--- src/rtl/rca7_multiword_add_seq_if.sv ---
// rtl/rca7_multiword_add_seq_if.sv - bundle of request, response and adder signals for the sequencer
//
// Purpose: groups the request/response handshakes and the shared 7-bit adder
//   connection of rca7_multiword_add_seq into one interface.
// Signals (W = 7*NCHUNK):
//   i_req_valid / o_req_ready      request handshake
//   i_op_a, i_op_b [W-1:0]         unsigned addends
//   o_rsp_valid / i_rsp_ready      response handshake
//   o_rsp_sum [W:0]                A+B, bit W is the final carry-out
//   o_busy                         sequencer not idle
//   o_add_term1/2 [6:0]            operands to the external adder
//   i_add_result [7:0]             combinational result from the external adder
// Modports: slave = the sequencer, master = operand source/consumer/adder side.
interface rca7_multiword_add_seq_if #(
  parameter int NCHUNK = 4
);
  localparam int W = 7 * NCHUNK;

  logic         i_req_valid;
  logic         o_req_ready;
  logic [W-1:0] i_op_a;
  logic [W-1:0] i_op_b;
  logic         o_rsp_valid;
  logic         i_rsp_ready;
  logic [W:0]   o_rsp_sum;
  logic         o_busy;
  logic [6:0]   o_add_term1;
  logic [6:0]   o_add_term2;
  logic [7:0]   i_add_result;

  modport master (
    output i_req_valid, i_op_a, i_op_b, i_rsp_ready, i_add_result,
    input  o_req_ready, o_rsp_valid, o_rsp_sum, o_busy, o_add_term1, o_add_term2
  );

  modport slave (
    input  i_req_valid, i_op_a, i_op_b, i_rsp_ready, i_add_result,
    output o_req_ready, o_rsp_valid, o_rsp_sum, o_busy, o_add_term1, o_add_term2
  );
endinterface

--- src/rtl/rca7_multiword_add_seq.sv ---
// rtl/rca7_multiword_add_seq.sv - multiword adder sequencing one shared 7-bit ripple-carry adder
//
// Purpose: performs a (7*NCHUNK)-bit unsigned addition one 7-bit chunk per cycle
//   on an external 7-bit adder whose carry-in is tied to 0. A chunk that must
//   absorb an incoming carry takes a second (increment) pass through the adder.
// Ports:
//   i_clk   clock, all state on the rising edge
//   i_rst   synchronous active-high reset
//   bus     rca7_multiword_add_seq_if.slave: request/response handshakes,
//           busy flag and the external adder terms/result
module rca7_multiword_add_seq #(
  parameter int NCHUNK = 4
) (
  input  logic                    i_clk,
  input  logic                    i_rst,
  rca7_multiword_add_seq_if.slave bus
);
  localparam int W  = 7 * NCHUNK;
  localparam int CW = (NCHUNK > 1) ? $clog2(NCHUNK) : 1;
  localparam logic [CW-1:0] LAST_K = CW'(NCHUNK - 1);

  typedef enum logic [1:0] {S_IDLE, S_ADD, S_CINC, S_RESP} state_t;

  state_t       r_state;
  state_t       w_next;

  logic [W-1:0] r_a;
  logic [W-1:0] r_b;
  logic [W-1:0] r_sum;
  logic [CW-1:0] r_k;
  logic         r_c;    // carry into the current chunk, final carry-out in RESP
  logic [6:0]   r_s;    // raw chunk sum kept for the increment pass
  logic         r_ca;   // carry-out of the raw chunk sum

  logic [6:0]   w_a_chunk;
  logic [6:0]   w_b_chunk;
  logic         w_last;

  logic         w_req_ready;
  logic         w_rsp_valid;
  logic         w_busy;
  logic [6:0]   w_term1;
  logic [6:0]   w_term2;
  logic [W:0]   w_rsp_sum;

  assign w_last = (r_k == LAST_K);

  always_comb begin
    w_a_chunk = '0;
    w_b_chunk = '0;
    for (int j = 0; j < NCHUNK; j++) begin
      if (r_k == CW'(j)) begin
        w_a_chunk = r_a[7*j +: 7];
        w_b_chunk = r_b[7*j +: 7];
      end
    end
  end

  // State register
  always_ff @(posedge i_clk) begin
    if (i_rst) begin
      r_state <= S_IDLE;
    end else begin
      r_state <= w_next;
    end
  end

  // Next-state logic
  always_comb begin
    w_next = r_state;
    case (r_state)
      S_IDLE: if (bus.i_req_valid) w_next = S_ADD;
      S_ADD: begin
        if (r_c)         w_next = S_CINC;
        else if (w_last) w_next = S_RESP;
        else             w_next = S_ADD;
      end
      S_CINC: w_next = w_last ? S_RESP : S_ADD;
      S_RESP: if (bus.i_rsp_ready) w_next = S_IDLE;
      default: w_next = S_IDLE;
    endcase
  end

  // Output logic; adder terms are forced to 0 outside the compute states
  always_comb begin
    w_req_ready = 1'b0;
    w_rsp_valid = 1'b0;
    w_busy      = (r_state != S_IDLE);
    w_term1     = '0;
    w_term2     = '0;
    w_rsp_sum   = '0;
    case (r_state)
      S_IDLE: w_req_ready = 1'b1;
      S_ADD: begin
        w_term1 = w_a_chunk;
        w_term2 = w_b_chunk;
      end
      S_CINC: begin
        w_term1 = r_s;
        w_term2 = 7'd1;
      end
      S_RESP: begin
        w_rsp_valid = 1'b1;
        w_rsp_sum   = {r_c, r_sum};
      end
      default: ;
    endcase
  end

  assign bus.o_req_ready = w_req_ready;
  assign bus.o_rsp_valid = w_rsp_valid;
  assign bus.o_busy      = w_busy;
  assign bus.o_add_term1 = w_term1;
  assign bus.o_add_term2 = w_term2;
  assign bus.o_rsp_sum   = w_rsp_sum;

  // Datapath: each sum chunk is written once, either straight from ADD
  // (no incoming carry) or from the increment pass in CINC.
  always_ff @(posedge i_clk) begin
    if (i_rst) begin
      r_a   <= '0;
      r_b   <= '0;
      r_sum <= '0;
      r_k   <= '0;
      r_c   <= 1'b0;
      r_s   <= '0;
      r_ca  <= 1'b0;
    end else begin
      case (r_state)
        S_IDLE: begin
          if (bus.i_req_valid) begin
            r_a   <= bus.i_op_a;
            r_b   <= bus.i_op_b;
            r_sum <= '0;
            r_k   <= '0;
            r_c   <= 1'b0;
          end
        end
        S_ADD: begin
          r_s  <= bus.i_add_result[6:0];
          r_ca <= bus.i_add_result[7];
          if (!r_c) begin
            for (int j = 0; j < NCHUNK; j++) begin
              if (r_k == CW'(j)) r_sum[7*j +: 7] <= bus.i_add_result[6:0];
            end
            r_c <= bus.i_add_result[7];
            if (!w_last) r_k <= r_k + CW'(1);
          end
        end
        S_CINC: begin
          for (int j = 0; j < NCHUNK; j++) begin
            if (r_k == CW'(j)) r_sum[7*j +: 7] <= bus.i_add_result[6:0];
          end
          // Raw sum and increment can never both carry, so OR is exact.
          r_c <= r_ca | bus.i_add_result[7];
          if (!w_last) r_k <= r_k + CW'(1);
        end
        default: ;
      endcase
    end
  end

  a_cinc_single_carry: assert property (
    @(posedge i_clk) disable iff (i_rst)
    (r_state == S_CINC) |-> !(r_ca && bus.i_add_result[7])
  );
endmodule

--- src/flat_wrapper.sv ---
// flat-port wrapper written by rule: the top's interface ports become plain ports
module rca7_multiword_add_seq_flat 
#(
  parameter int NCHUNK = 4
)
  (i_clk, i_rst, bus_i_req_valid, bus_i_op_a, bus_i_op_b, bus_i_rsp_ready, bus_i_add_result, bus_o_req_ready, bus_o_rsp_valid, bus_o_rsp_sum, bus_o_busy, bus_o_add_term1, bus_o_add_term2);
  rca7_multiword_add_seq_if #(.NCHUNK(NCHUNK)) bus_i ();
  input  logic i_clk;
  input  logic i_rst;
  input wire logic [$bits(bus_i.i_req_valid)-1:0] bus_i_req_valid;
  input wire logic [$bits(bus_i.i_op_a)-1:0] bus_i_op_a;
  input wire logic [$bits(bus_i.i_op_b)-1:0] bus_i_op_b;
  input wire logic [$bits(bus_i.i_rsp_ready)-1:0] bus_i_rsp_ready;
  input wire logic [$bits(bus_i.i_add_result)-1:0] bus_i_add_result;
  output wire logic [$bits(bus_i.o_req_ready)-1:0] bus_o_req_ready;
  output wire logic [$bits(bus_i.o_rsp_valid)-1:0] bus_o_rsp_valid;
  output wire logic [$bits(bus_i.o_rsp_sum)-1:0] bus_o_rsp_sum;
  output wire logic [$bits(bus_i.o_busy)-1:0] bus_o_busy;
  output wire logic [$bits(bus_i.o_add_term1)-1:0] bus_o_add_term1;
  output wire logic [$bits(bus_i.o_add_term2)-1:0] bus_o_add_term2;
  assign bus_i.i_req_valid = bus_i_req_valid;
  assign bus_i.i_op_a = bus_i_op_a;
  assign bus_i.i_op_b = bus_i_op_b;
  assign bus_i.i_rsp_ready = bus_i_rsp_ready;
  assign bus_i.i_add_result = bus_i_add_result;
  assign bus_o_req_ready = bus_i.o_req_ready;
  assign bus_o_rsp_valid = bus_i.o_rsp_valid;
  assign bus_o_rsp_sum = bus_i.o_rsp_sum;
  assign bus_o_busy = bus_i.o_busy;
  assign bus_o_add_term1 = bus_i.o_add_term1;
  assign bus_o_add_term2 = bus_i.o_add_term2;
  rca7_multiword_add_seq #(.NCHUNK(NCHUNK)) u_core (.i_clk(i_clk), .i_rst(i_rst), .bus(bus_i));
endmodule
--- config.mk ---
export PLATFORM = sky130hd
export DESIGN_NAME = rca7_multiword_add_seq_flat
export DESIGN_NICKNAME = d
export VERILOG_FILES = /design/src/rtl/rca7_multiword_add_seq_if.sv /design/src/rtl/rca7_multiword_add_seq.sv /design/src/flat_wrapper.sv
export SDC_FILE = /design/constraint.sdc
export NUM_CORES = 1
export LEC_CHECK = 0
export ABC_AREA = 1
export CAP_MARGIN = 20
export CORE_MARGIN = 1.5
export CORE_UTILIZATION = 45
export DETAILED_ROUTE_END_ITERATION = 16
export GPL_ROUTABILITY_DRIVEN = 0
export PLACE_DENSITY_LB_ADDON = 0.2
export SLEW_MARGIN = 20
export SYNTH_ARGS = -nofsm -noshare
export SYNTH_HDL_FRONTEND = slang
export SYNTH_SLANG_ARGS = --single-unit
--- constraint.sdc ---
create_clock -name i_clk -period 1.6 [get_ports i_clk]
set_input_delay 0.32 -clock i_clk [delete_from_list [all_inputs] [get_ports i_clk]]
set_output_delay 0.32 -clock i_clk [all_outputs]
set_load 0.1 [all_outputs]
==> results.toml <==
[routing]
first_iter_violations = 441
first_pass_iters = 5
via_count = 5302
drc = 0
drt-total-wl_mm = 15.6
vias_per_cell = 5.32
ant_nets = 0
wire_per_inst_um = 15.7

[power]
clkPwrFrac = 0.250
seqPwrFrac = 0.454
power_density_mw_per_mm2 = 784
power.ir.vdd_worst_mv = 0.630
switchingPower_uw = 2230
power.share.switching = 0.352
p_leak_uw = 0.00359
p_int_uw = 4110
p_comb_frac = 0.296

[cts]
tritoncts = "built"
cts.sinks = 97
numCtsBuffers = 9
root_buffer = "clkbuf_8"
ctsLongestPathBuffers = 2
clkTransAtPathRegs_ps = 110
cts.htree.levels = 3
clock_latency_ps = 370

[grt]
gr-total-overflow = 0
grt_pass1_vias = 5032
grt_pass1_wl_mm = 23.4
met1_usage = 0.327
antenna_found_initial = 0
grt.total_usage = 0.266
grt_use_met3 = 0.0576
grt_max_degree = 53
grt_use_met2 = 0.457
busiest_layer = "met2"

[floorplan]
die_area_mm2 = 0.0108
die_h_um = 104
io_pins = 114
rows = 36
core_area_mm2 = 0.00982
die_x_um = 104
start_util = 0.467

[setup_path]
r2r_cells = 10
worstSetupPathType = "flop to primary output"
crit_arrival_ps = 1900
path_max_fanout = 5
r2r_end = "u_core.r_sum[9]"
end_kind = "primary output"
r2r-start = "u_core.r_state[0]"
required_ps = 1280
r2r_slack_ps = -210
crit_path_start_kind = "flop"

[synthesis]
synth_top_area_cell = "dfxtp_1"
synth_fp_nets = 786
syn_area_mm2 = 0.00458
yosysTopAreaCellShare = 0.424
synth.avg_cell_area_um2 = 6.45
synthTopCellsByArea = "dfxtp_1 42%, nor2_1 16%, nand2_1 11%"
yosysSeqAreaShare = 0.424
yosys_warnings = 0
synthCells = 710
ys_types = 20
ys_seq_elements = 97

[placement]
dp_cells = 955
place_hpwl_mm = 9.79
place_ws_ps = -193
port_buffers = 113

[sta]
hold_viol = 0
worst_pin_slew_ps = 313
setup-violations-final = 76
drv_slew = 0
rsz0062_at_grt = "true"
finClkSkew_ps = 12.5
layout_setup_ws_ps = -621
fin_crit_sh = 1.39
relSlewSlack = 0.789
min_period_ps = 2220
max_freq_mhz = 450

[layout]
layout_common_cells = "183 x nor2_1, 93 x dfxtp_1, 67 x clkdlybuf4s50_1"
antenna_cells = 0
fin_nets = 934
drive_gt1_frac = 0.360
num-fill-cells = 571
fin_cells = 996
syn_to_final_growth_pct = 76.4
final_common_cell = "nor2_1"

[flow_run]
drv_cap = 0

[worst_hold_path]
hold_depth = 2
hp-class = "flop to flop"
worstHoldEndpoint = "u_core.r_b[7]"
holdCritStartpoint = "u_core.r_b[7]"

[status]
violations = "setup timing"
status = "complete, but fails checks"
area by class of cell:
type / count / area (µm²) / area share
clock inverters: 6 / 57.6 / 0.00712
inverters: 68 / 413 / 0.0511
flip-flops and latches: 97 / 1960 / 0.242
multi-input cells: 504 / 2970 / 0.367
repair buffers: 178 / 2380 / 0.295
clock buffers: 10 / 138 / 0.0170
well taps: 133 / 166 / 0.0206
stage by stage:
stage / util / hold WS (ps) / TNS, ps / area (µm²) / total power, µW
after CTS: 0.789 / 470 / -17930 / 7750 / 6070
after detailed placement: 0.734 / 448 / -6380 / 7200 / 4420
after global placement: 0.734 / 446 / -3460 / 7200 / 4370
after global routing: 0.823 / 497 / -25920 / 8080 / 6600
final: 0.823 / 484 / -22660 / 8080 / 6340
after floorplan: - / 379 / -9560 / 5330 / 3890
registers in the layout, indices dropped and copies added, names as in the netlist:
name / cells
u_core.r_s: 7
u_core.r_c: 1
u_core.r_sum: 28
u_core.r_state: 2
u_core.r_ca: 1
u_core.r_a: 28
u_core.r_b: 28
u_core.r_k: 2
how the worst max path moves through the flow:
stage,from,endpoint,depth (start not counted)
after floorplan,u_core.r_k[1],bus_o_add_term1[1],9
after global placement,bus_i_req_valid,u_core.r_a[11],5
after detailed placement,u_core.r_k[0],bus_o_add_term2[0],8
after CTS,u_core.r_k[0],bus_o_add_term1[0],10
after global routing,u_core.r_k[0],bus_o_add_term2[3],9
final,u_core.r_k[0],bus_o_add_term2[3],9
synth_stat cells:
library cell,count
nor2_1,193
nand2_1,131
dfxtp_1,97
o21ai_0,83
inv_1,62
a21oi_1,41
nand3_1,36
clkbuf_1,24
buf_2,9
ha_1,8
inv_2,6
nand2_2,6
buf_1,3
nor2_2,3
buf_4,2
buf_6,2
clkbuf_2,1
nand4_1,1
o211ai_1,1
o21ai_2,1
worst max-delay path: stages (launching register included):
cell and delay, ps:
dfxtp_4 390, inv_6 80, ha_4 160, buf_12 130
buf_12 100, nand3_1 90, nand2_1 140, o21ai_2 90
a21oi_4 150, buf_12 190
power groups by stage:
stage | sequential (µW) | clock (µW) | combinational [µW]
3_5_place_dp | 2890 | 0 | 1530
2_1_floorplan | 2850 | 0 | 1040
5_1_grt | 2900 | 1690 | 2010
6_report | 2870 | 1590 | 1870
4_1_cts | 2860 | 1580 | 1620
3_3_place_gp | 2890 | 0 | 1480
repair_timing:
| action | CTS | global route |
|---|---|---|
| resized for setup | 53 | 71 |
| gates cloned | 1 | 0 |
| hold buffers | 0 | 0 |
| pin swaps | 25 | 31 |
| setup endpoints to repair | 71 | 81 |
| buffers inserted | 14 | 11 |
kinds of logic (layout without fill, tap and decap cells):
kind of cell / Yosys count / in the layout / share of synthesized area
compound gates: 126 / 126 / 0.139
fa+ha+maj: 8 / 8 / 0.0218
buf+inv: 109 / 262 / 0.0969
flops: 97 / 97 / 0.424
simple gates: 370 / 370 / 0.318
per-layer routing:
layer,up-vias,routed length (µm)
li1,2513,-
met1,2454,6100
met2,274,7930
met3,61,1040
met4,0,541
met5,-,0
Power figures use the tool's default switching activity.
